===== src/rtl/decode_lanes_if.sv =====
// Register-file read view shared between the decoder and whatever owns the GPRs.
interface gpr_if;
  logic [31:0] regs [32];

  modport reader (input regs);
  modport owner  (output regs);
endinterface


===== src/rtl/decode_lanes.sv =====
// decode_lanes: multi-lane instruction decoder with operand fetch, compare flags,
// lane-0 control-flow resolution and a one-entry registered output stage.
// Encoding: op [31:26], rt/rS [25:21], rA [20:16], rB [15:11], imm [15:0], li [25:0].
module decode_lanes #(
  parameter int LANES    = 2,
  parameter int LINK_REG = 31
) (
  input  logic                 clk,
  input  logic                 rstn,
  gpr_if.reader                gpr,
  input  logic                 in_valid,
  output logic                 in_ready,
  input  logic [31:0]          in_pc,
  input  logic [32*LANES-1:0]  in_inst,
  output logic                 out_valid,
  input  logic                 out_ready,
  output logic [31:0]          out_pc,
  output logic [32*LANES-1:0]  out_inst,
  output logic [32*LANES-1:0]  out_srca,
  output logic [32*LANES-1:0]  out_srcb,
  output logic [32*LANES-1:0]  out_srcs,
  output logic [4*LANES-1:0]   out_e_type,
  output logic [5*LANES-1:0]   out_rt,
  output logic [LANES-1:0]     out_rt_flag,
  output logic [32*LANES-1:0]  mem_addr,
  output logic [32*LANES-1:0]  mem_din,
  output logic [4*LANES-1:0]   mem_we,
  output logic                 branch_flag,
  output logic [31:0]          branch_pc,
  output logic                 halted
);

  localparam logic [5:0] OP_ADD = 6'd1,  OP_SUB = 6'd2,  OP_XOR = 6'd3,  OP_AND = 6'd4;
  localparam logic [5:0] OP_ADDI = 6'd5, OP_SUBI = 6'd6, OP_SRAWI = 6'd7, OP_SLAWI = 6'd8;
  localparam logic [5:0] OP_LI = 6'd9,   OP_LIW = 6'd10, OP_STORE = 6'd12;
  localparam logic [5:0] OP_CMPD = 6'd13, OP_CMPDI = 6'd14, OP_CMPF = 6'd15;
  localparam logic [5:0] OP_FADD = 6'd16, OP_FSUB = 6'd17, OP_FMUL = 6'd18, OP_FDIV = 6'd19;
  localparam logic [5:0] OP_FSQRT = 6'd20, OP_FTOI = 6'd21, OP_ITOF = 6'd22;
  localparam logic [5:0] OP_JUMP = 6'd23, OP_BLR = 6'd24, OP_BL = 6'd25, OP_BLRR = 6'd26;
  localparam logic [5:0] OP_BEQ = 6'd27, OP_BLE = 6'd28, OP_BLT = 6'd29, OP_BNE = 6'd30;
  localparam logic [5:0] OP_BGE = 6'd31, OP_BGT = 6'd32, OP_END = 6'd33;

  localparam logic [3:0] E_NOP = 4'd0, E_ADD = 4'd1, E_SUB = 4'd2, E_RSHIFT = 4'd3;
  localparam logic [3:0] E_LSHIFT = 4'd4, E_XOR = 4'd5, E_AND = 4'd6, E_FADD = 4'd7;
  localparam logic [3:0] E_FSUB = 4'd8, E_FMUL = 4'd9, E_FDIV = 4'd10, E_FSQRT = 4'd11;
  localparam logic [3:0] E_FTOI = 4'd12, E_ITOF = 4'd13;

  localparam logic [31:0] NOP_WORD = 32'd0;
  localparam logic [4:0]  LINK_IDX = 5'(LINK_REG);
  // Lane-1 word position; for a single lane it aliases lane 0 and is never selected.
  localparam int          L1_HI    = (LANES >= 2) ? 32*(LANES-1)-1 : 31;

  // Opcodes that only lane 0 may carry; their presence squashes the other lanes.
  function automatic logic is_ctrl(input logic [5:0] op);
    case (op)
      OP_LIW, OP_JUMP, OP_BLR, OP_BL, OP_BLRR,
      OP_BEQ, OP_BLE, OP_BLT, OP_BNE, OP_BGE, OP_BGT: is_ctrl = 1'b1;
      default:                                         is_ctrl = 1'b0;
    endcase
  endfunction

  // IEEE-754 single less-than on raw bits; +0 and -0 compare equal.
  function automatic logic f_less(input logic [31:0] a, input logic [31:0] b);
    if (a[31] != b[31]) f_less = a[31] && ((a[30:0] | b[30:0]) != 31'd0);
    else if (!a[31])    f_less = a[30:0] < b[30:0];
    else                f_less = a[30:0] > b[30:0];
  endfunction

  logic                 out_valid_q, out_valid_d;
  logic [31:0]          out_pc_q, out_pc_d;
  logic [32*LANES-1:0]  out_inst_q, out_inst_d, out_srca_q, out_srca_d;
  logic [32*LANES-1:0]  out_srcb_q, out_srcb_d, out_srcs_q, out_srcs_d;
  logic [32*LANES-1:0]  mem_addr_q, mem_addr_d, mem_din_q, mem_din_d;
  logic [4*LANES-1:0]   e_type_q, e_type_d, mem_we_q, mem_we_d;
  logic [5*LANES-1:0]   rt_q, rt_d;
  logic [LANES-1:0]     rt_flag_q, rt_flag_d;
  logic                 branch_flag_q, branch_flag_d, halted_q, halted_d;
  logic [31:0]          branch_pc_q, branch_pc_d;
  logic                 eq_q, eq_d, less_q, less_d;

  logic                 in_ready_s, accept_s, squash_s, take_s;
  logic [31:0]          w0_s, l1_word_s, target_s;
  logic [32*LANES-1:0]  dec_inst_s, dec_srca_s, dec_srcb_s, dec_srcs_s, dec_addr_s, dec_din_s;
  logic [4*LANES-1:0]   dec_e_type_s, dec_we_s;
  logic [5*LANES-1:0]   dec_rt_s;
  logic [LANES-1:0]     dec_rt_flag_s;
  logic                 cmp_hit_s, cmp_eq_s, cmp_less_s;

  // Handshake and lane-0 classification of the offered bundle.
  always_comb begin
    in_ready_s = (~out_valid_q | out_ready) & ~branch_flag_q & ~halted_q;
    accept_s   = in_valid & in_ready_s;
    w0_s       = in_inst[32*LANES-1 -: 32];
    squash_s   = is_ctrl(w0_s[31:26]);
    l1_word_s  = in_inst[L1_HI -: 32];
  end

  // Lane-0 branch resolution against the flags registered before this edge.
  always_comb begin
    take_s   = 1'b0;
    target_s = {6'd0, w0_s[25:0]};
    case (w0_s[31:26])
      OP_JUMP, OP_BL: take_s = 1'b1;
      OP_BLR:  begin take_s = 1'b1; target_s = gpr.regs[LINK_IDX]; end
      OP_BLRR: begin take_s = 1'b1; target_s = gpr.regs[w0_s[25:21]]; end
      OP_BEQ:  take_s = eq_q;
      OP_BNE:  take_s = ~eq_q;
      OP_BLT:  take_s = less_q;
      OP_BGE:  take_s = ~less_q;
      OP_BLE:  take_s = eq_q | less_q;
      OP_BGT:  take_s = ~(eq_q | less_q);
      default: take_s = 1'b0;
    endcase
  end

  // Per-lane decode, operand fetch and lowest-lane compare selection.
  always_comb begin : lane_decode
    logic [31:0] w, va, vb, vs, si;
    logic [5:0]  op;
    dec_inst_s = '0; dec_srca_s = '0; dec_srcb_s = '0; dec_srcs_s = '0;
    dec_addr_s = '0; dec_din_s = '0; dec_e_type_s = '0; dec_we_s = '0;
    dec_rt_s = '0; dec_rt_flag_s = '0;
    cmp_hit_s = 1'b0; cmp_eq_s = 1'b0; cmp_less_s = 1'b0;
    for (int k = 0; k < LANES; k++) begin
      w  = in_inst[32*(LANES-k)-1 -: 32];
      w  = ((k != 0) && (squash_s || is_ctrl(w[31:26]))) ? NOP_WORD : w;
      op = w[31:26];
      va = gpr.regs[w[20:16]];
      vb = gpr.regs[w[15:11]];
      vs = gpr.regs[w[25:21]];
      si = {{16{w[15]}}, w[15:0]};
      dec_inst_s[32*(LANES-k)-1 -: 32] = w;
      dec_srca_s[32*(LANES-k)-1 -: 32] = va;
      dec_srcs_s[32*(LANES-k)-1 -: 32] = vs;
      dec_addr_s[32*(LANES-k)-1 -: 32] = va + si;
      dec_din_s[32*(LANES-k)-1 -: 32]  = vs;
      dec_we_s[4*(LANES-k)-1 -: 4]     = (op == OP_STORE) ? 4'b1111 : 4'b0000;
      dec_rt_s[5*(LANES-k)-1 -: 5]     = ((op == OP_BL) || (op == OP_BLRR)) ? LINK_IDX : w[25:21];
      case (op)
        OP_ADD, OP_SUB, OP_XOR, OP_AND, OP_FADD, OP_FSUB, OP_FMUL,
        OP_FDIV, OP_FSQRT, OP_FTOI, OP_ITOF: dec_srcb_s[32*(LANES-k)-1 -: 32] = vb;
        OP_BL, OP_BLRR: dec_srcb_s[32*(LANES-k)-1 -: 32] = in_pc + 32'd1;
        OP_LIW:  dec_srcb_s[32*(LANES-k)-1 -: 32] = (LANES >= 2) ? l1_word_s : si;
        default: dec_srcb_s[32*(LANES-k)-1 -: 32] = si;
      endcase
      case (op)
        OP_ADDI, OP_ADD:   dec_e_type_s[4*(LANES-k)-1 -: 4] = E_ADD;
        OP_SUBI, OP_SUB:   dec_e_type_s[4*(LANES-k)-1 -: 4] = E_SUB;
        OP_SRAWI:          dec_e_type_s[4*(LANES-k)-1 -: 4] = E_RSHIFT;
        OP_SLAWI:          dec_e_type_s[4*(LANES-k)-1 -: 4] = E_LSHIFT;
        OP_XOR:            dec_e_type_s[4*(LANES-k)-1 -: 4] = E_XOR;
        OP_AND:            dec_e_type_s[4*(LANES-k)-1 -: 4] = E_AND;
        OP_FADD:           dec_e_type_s[4*(LANES-k)-1 -: 4] = E_FADD;
        OP_FSUB:           dec_e_type_s[4*(LANES-k)-1 -: 4] = E_FSUB;
        OP_FMUL:           dec_e_type_s[4*(LANES-k)-1 -: 4] = E_FMUL;
        OP_FDIV:           dec_e_type_s[4*(LANES-k)-1 -: 4] = E_FDIV;
        OP_FSQRT:          dec_e_type_s[4*(LANES-k)-1 -: 4] = E_FSQRT;
        OP_FTOI:           dec_e_type_s[4*(LANES-k)-1 -: 4] = E_FTOI;
        OP_ITOF:           dec_e_type_s[4*(LANES-k)-1 -: 4] = E_ITOF;
        default:           dec_e_type_s[4*(LANES-k)-1 -: 4] = E_NOP;
      endcase
      case (op)
        OP_ADDI, OP_SUBI, OP_ADD, OP_SUB, OP_SRAWI, OP_SLAWI, OP_XOR,
        OP_AND, OP_LI, OP_LIW, OP_BL, OP_BLRR: dec_rt_flag_s[LANES-1-k] = 1'b1;
        default:                               dec_rt_flag_s[LANES-1-k] = 1'b0;
      endcase
      // The first compare found (lowest lane index) owns the flags.
      if (!cmp_hit_s) begin
        case (op)
          OP_CMPD:  begin cmp_hit_s = 1'b1; cmp_eq_s = (va == vb);
                          cmp_less_s = ($signed(va) < $signed(vb)); end
          OP_CMPDI: begin cmp_hit_s = 1'b1; cmp_eq_s = (va == si);
                          cmp_less_s = ($signed(va) < $signed(si)); end
          OP_CMPF:  begin cmp_hit_s = 1'b1;
                          cmp_eq_s = (va == vb) || ((va[30:23] == 8'd0) && (vb[30:23] == 8'd0));
                          cmp_less_s = f_less(va, vb); end
          default:  cmp_hit_s = 1'b0;
        endcase
      end else begin
        cmp_hit_s = 1'b1;
      end
    end
  end

  // Next-state for the output stage, branch pulse, halt latch and compare flags.
  always_comb begin
    out_valid_d = out_valid_q; out_pc_d = out_pc_q; out_inst_d = out_inst_q;
    out_srca_d = out_srca_q; out_srcb_d = out_srcb_q; out_srcs_d = out_srcs_q;
    mem_addr_d = mem_addr_q; mem_din_d = mem_din_q; mem_we_d = mem_we_q;
    e_type_d = e_type_q; rt_d = rt_q; rt_flag_d = rt_flag_q;
    branch_flag_d = 1'b0; branch_pc_d = 32'd0; halted_d = halted_q;
    if (accept_s) begin
      out_valid_d = 1'b1; out_pc_d = in_pc; out_inst_d = dec_inst_s;
      out_srca_d = dec_srca_s; out_srcb_d = dec_srcb_s; out_srcs_d = dec_srcs_s;
      mem_addr_d = dec_addr_s; mem_din_d = dec_din_s; mem_we_d = dec_we_s;
      e_type_d = dec_e_type_s; rt_d = dec_rt_s; rt_flag_d = dec_rt_flag_s;
      branch_flag_d = take_s;
      branch_pc_d   = take_s ? target_s : 32'd0;
      halted_d      = halted_q | (w0_s[31:26] == OP_END);
    end else if (~out_valid_q | out_ready) begin
      out_valid_d = 1'b0; rt_flag_d = '0; mem_we_d = '0;
    end else begin
      out_valid_d = 1'b1;
    end
    if (branch_flag_q) begin
      eq_d = 1'b0; less_d = 1'b0;
    end else if (accept_s && cmp_hit_s) begin
      eq_d = cmp_eq_s; less_d = cmp_less_s;
    end else begin
      eq_d = eq_q; less_d = less_q;
    end
  end

  // State registers; reset discards any stalled bundle or pending branch.
  always_ff @(posedge clk or negedge rstn) begin
    if (!rstn) begin
      out_valid_q <= 1'b0; out_pc_q <= 32'd0; out_inst_q <= {LANES{NOP_WORD}};
      out_srca_q <= '0; out_srcb_q <= '0; out_srcs_q <= '0;
      mem_addr_q <= '0; mem_din_q <= '0; mem_we_q <= '0;
      e_type_q <= '0; rt_q <= '0; rt_flag_q <= '0;
      branch_flag_q <= 1'b0; branch_pc_q <= 32'd0; halted_q <= 1'b0;
      eq_q <= 1'b0; less_q <= 1'b0;
    end else begin
      out_valid_q <= out_valid_d; out_pc_q <= out_pc_d; out_inst_q <= out_inst_d;
      out_srca_q <= out_srca_d; out_srcb_q <= out_srcb_d; out_srcs_q <= out_srcs_d;
      mem_addr_q <= mem_addr_d; mem_din_q <= mem_din_d; mem_we_q <= mem_we_d;
      e_type_q <= e_type_d; rt_q <= rt_d; rt_flag_q <= rt_flag_d;
      branch_flag_q <= branch_flag_d; branch_pc_q <= branch_pc_d; halted_q <= halted_d;
      eq_q <= eq_d; less_q <= less_d;
    end
  end

  assign in_ready    = in_ready_s;
  assign out_valid   = out_valid_q;
  assign out_pc      = out_pc_q;
  assign out_inst    = out_inst_q;
  assign out_srca    = out_srca_q;
  assign out_srcb    = out_srcb_q;
  assign out_srcs    = out_srcs_q;
  assign out_e_type  = e_type_q;
  assign out_rt      = rt_q;
  assign out_rt_flag = rt_flag_q;
  assign mem_addr    = mem_addr_q;
  assign mem_din     = mem_din_q;
  assign mem_we      = mem_we_q;
  assign branch_flag = branch_flag_q;
  assign branch_pc   = branch_pc_q;
  assign halted      = halted_q;

endmodule

===== src/flat_wrapper.sv =====
// flat-port wrapper written by rule: the top's interface ports become plain ports
module decode_lanes_flat 
#(
  parameter int LANES    = 2,
  parameter int LINK_REG = 31
)
  (clk, rstn, in_valid, in_ready, in_pc, in_inst, out_valid, out_ready, out_pc, out_inst, out_srca, out_srcb, out_srcs, out_e_type, out_rt, out_rt_flag, mem_addr, mem_din, mem_we, branch_flag, branch_pc, halted, gpr_regs);
  gpr_if gpr_i ();
  input  logic clk;
  input  logic rstn;
  input  logic in_valid;
  output logic in_ready;
  input  logic [31:0] in_pc;
  input  logic [32*LANES-1:0] in_inst;
  output logic out_valid;
  input  logic out_ready;
  output logic [31:0] out_pc;
  output logic [32*LANES-1:0] out_inst;
  output logic [32*LANES-1:0] out_srca;
  output logic [32*LANES-1:0] out_srcb;
  output logic [32*LANES-1:0] out_srcs;
  output logic [4*LANES-1:0] out_e_type;
  output logic [5*LANES-1:0] out_rt;
  output logic [LANES-1:0] out_rt_flag;
  output logic [32*LANES-1:0] mem_addr;
  output logic [32*LANES-1:0] mem_din;
  output logic [4*LANES-1:0] mem_we;
  output logic branch_flag;
  output logic [31:0] branch_pc;
  output logic halted;
  input wire logic [$bits(gpr_i.regs)-1:0] gpr_regs;
  assign gpr_i.regs = {>>{gpr_regs}};
  decode_lanes #(.LANES(LANES), .LINK_REG(LINK_REG)) u_core (.clk(clk), .rstn(rstn), .gpr(gpr_i), .in_valid(in_valid), .in_ready(in_ready), .in_pc(in_pc), .in_inst(in_inst), .out_valid(out_valid), .out_ready(out_ready), .out_pc(out_pc), .out_inst(out_inst), .out_srca(out_srca), .out_srcb(out_srcb), .out_srcs(out_srcs), .out_e_type(out_e_type), .out_rt(out_rt), .out_rt_flag(out_rt_flag), .mem_addr(mem_addr), .mem_din(mem_din), .mem_we(mem_we), .branch_flag(branch_flag), .branch_pc(branch_pc), .halted(halted));
endmodule

===== config.mk =====
export PLATFORM = sky130hd
export DESIGN_NAME = decode_lanes_flat
export DESIGN_NICKNAME = d
export VERILOG_FILES = /design/src/rtl/decode_lanes_if.sv /design/src/rtl/decode_lanes.sv /design/src/flat_wrapper.sv
export SDC_FILE = /design/constraint.sdc
export NUM_CORES = 2
export LEC_CHECK = 0
export BUFFER_PORTS_ARGS = -buffer_cell sky130_fd_sc_hd__buf_4
export CELL_PAD_IN_SITES_DETAIL_PLACEMENT = 0
export CELL_PAD_IN_SITES_GLOBAL_PLACEMENT = 2
export CORE_AREA = 4 4 616 618
export CTS_CLUSTER_SIZE = 8
export DETAILED_ROUTE_END_ITERATION = 10
export DIE_AREA = 0 0 620 622
export PLACE_DENSITY_LB_ADDON = 0.1
export SLEW_MARGIN = 5
export SYNTH_ARGS = -nofsm -noshare
export SYNTH_HDL_FRONTEND = slang
export SYNTH_SLANG_ARGS = --single-unit

===== constraint.sdc =====
create_clock -name clk -period 3.4 [get_ports clk]
set_input_delay 0.68 -clock clk [delete_from_list [all_inputs] [get_ports clk]]
set_output_delay 0.68 -clock clk [all_outputs]
set_load 0.01 [all_outputs]

* After elaboration in Yosys (flattened, before gate mapping)
Memories as Yosys holds them, arrays and structs flattened. Index checks and enable logic that the tools add are counted.
Storage, ports and cells: flip-flop bits (word level) 417, ROM bits 320, bits of input ports 1124, logic and storage cells 205, memories kept 4
Memory list:
- (no name shown) | words 32, bits a word 4, read ports 1, clocked after memory_dff 0, write ports 0, RTL line decode_lanes.sv:146 | case (op)
- (no name shown) | words 32, bits a word 4, read ports 1, clocked after memory_dff 0, write ports 0, RTL line decode_lanes.sv:146
- (no name shown) | words 32, bits a word 1, read ports 1, clocked after memory_dff 0, write ports 0, RTL line decode_lanes.sv:162 | case (op)
- (no name shown) | words 32, bits a word 1, read ports 1, clocked after memory_dff 0, write ports 0, RTL line decode_lanes.sv:162
Cells by class: $add $sub $neg 3, order comparisons 14, eq/ne operators 62, multiplexer cells 59, bitwise operators 20, reduce and logical (&&, ||, !) cells 27
Operators by type and width (count):
- $bmux W32 S5 | 6
- $mux W32 | 15
- $eq A6 B5 Y1 const B | 34
- $pmux W32 S3 | 2
- $eq A32 B32 Y1 | 4
- $eq A6 B4 Y1 const B | 11
- $add A32 B32 Y32 | 2
- $lt A32 B16 Y1 | 2
- $lt A32 B32 Y1 | 2
- $pmux W32 S2 | 1
- $gt A31 B31 Y1 | 2
- $lt A31 B31 Y1 | 2
- $or A31 B31 Y31 | 2
- $reduce_bool A31 Y1 | 2
- $reduce_or A11 Y1 | 4
- $ge A6 B6 Y1 const B | 6
- $not A5 Y6 | 6
- $add A32 B1 Y32 const B | 1
- $logic_not A8 Y1 | 4
- $eq A6 B2 Y1 const B | 4
- $mux W1 | 20
- $eq A6 B6 Y1 const B | 3
- $mux W4 | 4
- $mux W8 | 2
- other kinds (16) | 44

* Depth between registers and ports, before layout
depth after elaboration 17, gate-level depth with buffers 31

* Least setup slack after synthesis
Ideal clock, no wire load.
path type input-to-reg, from input in_inst[59], to register u_core.mem_addr_q[30] (netlist: u_core.mem_addr[30]), arrival time 6.432 ns, path slack -3.127 ns, stages 27, cells stage by stage inv_1 ha_1 clkbuf_1 o21a_1 or4_1 buf_2 nor3_2 buf_2 buf_2 buf_1 nand3_1 a31oi_1 a211o_1 o31ai_1 ha_1 fa_1 nand2b_1 a221oi_1 nor4_1 o41ai_1 a211o_1 o2bb2ai_1 a21o_1 a2111o_1 a2111oi_0 nor3_1 o31ai_1
Between the ends: longest elaborated chain between the ends 10, elaborated cells on any way between the ends 20
RTL lines:
- from (decl) | RTL line flat_wrapper.sv:14 | input logic [32*LANES-1:0] in_inst;
- $eq A6 B5 Y1, or another cell as far along
- $reduce_or A11 Y1 (*) | RTL line decode_lanes.sv:55 | case (op)
- $mux W1 (*) | RTL line decode_lanes.sv:55
- $logic_or A1 B1 Y1 (*) | RTL line decode_lanes.sv:126 | w = ((k != 0) && (squash_s || is_ctrl(w[31:26]))) ? NOP_WORD : w;
- $mux W32 (*) | RTL line decode_lanes.sv:126
- $not A5 Y6 (not written as such) (*) | RTL line decode_lanes.sv:128 | va = gpr.regs[w[20:16]];
- $bmux W32 S5 (*) | RTL line decode_lanes.sv:128
- $mux W32 (not written as such) (*) (2 in a row) | RTL line decode_lanes.sv:128
- net u_core.dec_srca_s[0] | RTL line decode_lanes.sv:83 | logic [32*LANES-1:0] dec_inst_s, dec_srca_s, dec_srcb_s, dec_srcs_s, dec_addr_s, dec_din_s;
- $add A32 B32 Y32 (*) | RTL line decode_lanes.sv:135 | dec_addr_s[32*(LANES-k)-1 -: 32] = va + si;
- to (signal assigned) | RTL line decode_lanes.sv:226 | mem_addr_q <= mem_addr_d; mem_din_q <= mem_din_d; mem_we_q <= mem_we_d;
- to (decl) | RTL line decode_lanes.sv:73 | logic [32*LANES-1:0] mem_addr_q, mem_addr_d, mem_din_q, mem_din_d;
The timed path passes the listed nets; every way through them passes the cells marked *. The select of a mux whose other input is x is not followed. A chain may end at the register's enable or synchronous reset.

* Final worst setup path
from input in_inst[49], to register u_core.less_q
Between the ends: longest elaborated chain between the ends 13, elaborated cells on any way between the ends 19
RTL lines:
- $not A5 Y6 (not written as such) (*) | RTL line decode_lanes.sv:128
- $bmux W32 S5 (*) | RTL line decode_lanes.sv:128
- $mux W32 (not written as such) (*) (2 in a row) | RTL line decode_lanes.sv:128
- net u_core.dec_srca_s[60] | RTL line decode_lanes.sv:83
- parallel branches: the longest is 4 deep, another holds $lt A31 B31 Y1
- $pmux W1 S3 (*) | RTL line decode_lanes.sv:169 | case (op)
- $pmux W1 S3 | RTL line decode_lanes.sv:169
- $mux W1 (*) | RTL line decode_lanes.sv:168 | if (!cmp_hit_s) begin
- $mux W1 (*) | RTL line decode_lanes.sv:207 | end else if (accept_s && cmp_hit_s) begin
- $mux W1 (*) | RTL line decode_lanes.sv:205 | if (branch_flag_q) begin
- to (signal assigned) | RTL line decode_lanes.sv:229 | eq_q <= eq_d; less_q <= less_d;
- to (decl) | RTL line decode_lanes.sv:79 | logic eq_q, eq_d, less_q, less_d;
Mark *: on every way through the listed nets, which the timed path passes. The select of a mux whose other input is x is not followed.

==> impl_results.md <==
* Routed Antenna Nets at 0
* Crit path launch type: input pin
* RSZ-0062 raised after global routing: true
* Synthesized area per cell at 8.79 um^2
* # clock sinks at 411
* WP data arrival at 6.59 ns
* Met2 wire len at 344 mm
* Ys flop type: dfrtp_1
* PwrDens at 401 nW/um^2
* Initial antenna violation count at 132
* Critical Path RT at 4.07 ns
* Synth warnings at 0
* Clock power frac at 0.151
* CTS H-tree lvls at 3
* Clock edge transition at the registers on the reported setup and hold paths at 0.05 ns
* Crit path top cell by count: buf_4
* Worst hold margin at 0.142 ns
* Port bufs at 1603
* EDFF count, synth at 0
* Worst setup path class: in2reg
* Final period utilization at 1.74
* Post-synthesis async set-or-reset flop share at 1.00
* CTS tree: built
* WL/cell at 42.6 um
* Met3 WL at 60.0 mm
* First-pass GRT wire length at 965 mm
* Final hold vios at 0
* Switching fraction of total power at 0.487
* Wl on met1 at 292 mm
* Nature of the critical path endpoint: flop
* Post-detail-place hpwl at 619 mm
* Uppermost routed layer: met5
* Status: finished, violations left
* Max IR drop VDD at 0.311 mV
* Max-slew violations at 0
* Pint at 25400 uW
* Post-Synth XOR/XNOR Area at 0.00988
* Sequential-to-total area share from yosys stat at 0.135
* Fin crit period at 5.92 ns
* Final routed DRC violation total at 0
* Number of cells after detailed placement at 17070
* Failing checks: setup timing
* Vias/cell at 5.88
* Root Driver: clkbuf_16
* Post-Synth Adder-Cell Area at 0.0445
* Vias in the first global route at 101656
* RePlAce Congestion at 1.00
* # rows at 225
* Core Box Area at 374000 um^2
* # IOs at 1604
* Total GRT Usage at 0.365
* Slew margin rel. at 0.172
* Post-Syn Area at 76300 um^2
* Fin util at 0.329
* Maxcap violations at 0
* TritonCTS buffer count at 73
* Post-route insts no fill at 17384
* Fin worst setup slack at -2.52 ns
* Leakage power at 0.0531 uW
* Fmax achieved at 0.169 GHz
* Final nets at 13693
* Via count at 102248
* Largest family of logic cells by synthesized area: multiplexers
* Largest net degree at the start of global routing at 104
* Hold crit path type: in2reg
* Drt total wl at 740 mm
* Compound-Gate Fraction of Synth Area at 0.223
* DRT Pass-1 Iters at 8
* Worst Tran Pin Value at 1.24 ns
* Final Skew at 0.123 ns
* Worst path slowest cell: or4b_2
* Setup TNS at -154.67 ns
* Final setup vio count at 157
* Skew-Pair Late Insertion Delay at 0.88 ns
* Net count after synthesis at 10067
* Share of post-route cells with drive strength above 1 at 0.523
* Unique masters post-synth at 95
* Die X-Extent at 620 um
* Simple-gate share of the synthesized area at 0.158
* Die height at 622 um
* Worst-path maximum fanout at 16
* Gate power share at 0.693
* Starting density of the core at 0.204
* Die ar. at 386000 um^2
* Slowest Stage Delay on Critical Path at 0.67 ns
* Synth Instances at 8673
* DR iter-0 viols at 12668
* FF+latch count, synth at 411
* Mux contribution to synthesized area at 0.363
* CTS Buffer Depth at 4
* Switching pwr at 24100 uW
* Seq pwr share at 0.156
* Total gr overflow at 0
* Layout area overhead at 61.6%
-- power groups by stage --
stage / clock network, uW / logic, uW / registers (uW)
after global routing: 7840 / 35500 / 7850
after global placement: 0 / 31600 / 7790
after detailed placement: 0 / 31600 / 7820
final: 7450 / 34300 / 7740
after floorplan: 0 / 11800 / 7560
after CTS: 7720 / 33300 / 7760
-- stage by stage --
step | worst slack, ns | instance area (um^2) | total power (uW)
2_1_floorplan | -2.53 | 77800 | 19400
3_3_place_gp | -4.35 | 116000 | 39400
3_5_place_dp | -4.29 | 116000 | 39400
4_1_cts | -2.29 | 122000 | 48800
5_1_grt | -2.55 | 123000 | 51200
6_report | -2.52 | 123000 | 49500
-- state kept, by name, indices dropped and copies added, names as in the netlist, 2 cells and up --
name	flops
u_core.out_srcb	64
u_core.out_rt_flag	2
u_core.out_pc	32
u_core.out_srcs	64
u_core.out_e_type	8
u_core.out_rt	10
u_core.out_srca	64
u_core.mem_we	2
u_core.branch_pc	32
u_core.out_inst	64
u_core.mem_addr	64
-- final timing paths --
check | start | endpoint | slack, ns | depth (start not counted)
setup reg to reg | u_core.out_valid | u_core.out_srcb[32] | 0.43 | 8
min in group asynchronous | rstn | u_core.halted | 0.52 | 2
max in group asynchronous | rstn | u_core.out_inst[0] | 1.89 | 3
hold reg to reg | u_core.out_pc[23] | u_core.out_pc[23] | 0.47 | 2
setup / recovery | in_inst[49] | u_core.less_q | -2.52 | 25
hold / removal | in_pc[6] | u_core.out_pc[6] | 0.14 | 3
-- cell usage after synthesis (14+ instances only) --
cell type / number / area share
mux2i_1: 304 / 0.040
a21oi_1: 376 / 0.025
nor3_1: 239 / 0.016
xor2_1: 24 / 0.0028
nor4_1: 33 / 0.0027
a221oi_1: 491 / 0.056
buf_1: 152 / 0.0075
xnor2_1: 62 / 0.0071
a211oi_1: 266 / 0.026
nor2_1: 248 / 0.012
a22o_1: 16 / 0.0018
mux2_2: 376 / 0.056
o31ai_1: 63 / 0.0062
a21o_1: 25 / 0.0025
inv_1: 176 / 0.0087
or3_1: 14 / 0.0011
nor2b_1: 58 / 0.0048
a221o_1: 76 / 0.010
clkbuf_1: 644 / 0.032
o211ai_1: 19 / 0.0019
dfrtp_1: 411 / 0.13
o21ai_0: 420 / 0.028
a311oi_1: 38 / 0.0044
a2111oi_0: 25 / 0.0029
nand2b_1: 21 / 0.0017
o311a_1: 35 / 0.0046
nand2_1: 1472 / 0.072
a211o_1: 26 / 0.0030
a31oi_1: 242 / 0.020
and2_1: 17 / 0.0014
nand3_1: 306 / 0.020
o21bai_1: 25 / 0.0025
mux4_2: 906 / 0.27
buf_4: 84 / 0.0083
nand4_1: 59 / 0.0048
ha_1: 268 / 0.044
o21a_1: 38 / 0.0037
buf_2: 147 / 0.0096
o22ai_1: 20 / 0.0016
and3_1: 149 / 0.012
a22oi_1: 92 / 0.0091
-- logic make-up after synthesis --
family	count (synthesis)
adders and majority gates	270
xor gates and xnor gates	86
muxes	1586
DFF	411
buffers and inverters	1214
and+or+nand+nor	2691
AOI/OAI and AO/OA	2415
-- cell type report --
cell class                      instances  area (um^2)
Fill cell                           39270       251000
Multi-Input combinational cell       7048        64300
Timing Repair Buffer                 4584        39300
Sequential cell                       411        10300
Tap cell                             4994         6250
Clock buffer                           86         1970
Inverter                              181          746
Antenna cell                           67          168
Clock inverter                         13          161
-- per-layer routing --
layer  vias up  GRT usage
met1     52853      0.454
met3      1364     0.0762
met2      6305      0.598
li1      41698          -
met5         -          0
met4        28      0.181
-- placed cells by master (no fill, tap or decap), types with 237 or more instances in the layout --
master and count:
mux2_2 376, buf_12 308, mux2i_1 271, a31oi_1 237, o21ai_0 349, nand2_1 1445
buf_4 4113, nand3_1 294, dfrtp_1 411, a21oi_1 335, mux4_2 906, a221oi_1 455
-- critical path: cells and delay by family --
kind,cells,cell delay (ns)
AO/OA/AOI/OAI,7,1.11
adder cells (fa/ha/maj),1,0.31
buffers and inverters,9,2.16
AND/OR/NAND/NOR,8,2.22
-- repair_timing --
action,4_1_cts,5_1_grt
cloned,9,5
hold buffers,1,0
resized for setup,450,192
setup buffers,102,49
endpoints found under the hold margin,47,0
pin swaps,143,93
endpoints found under the setup margin,164,161
Note: power is estimated with default switching activity, not from simulation.
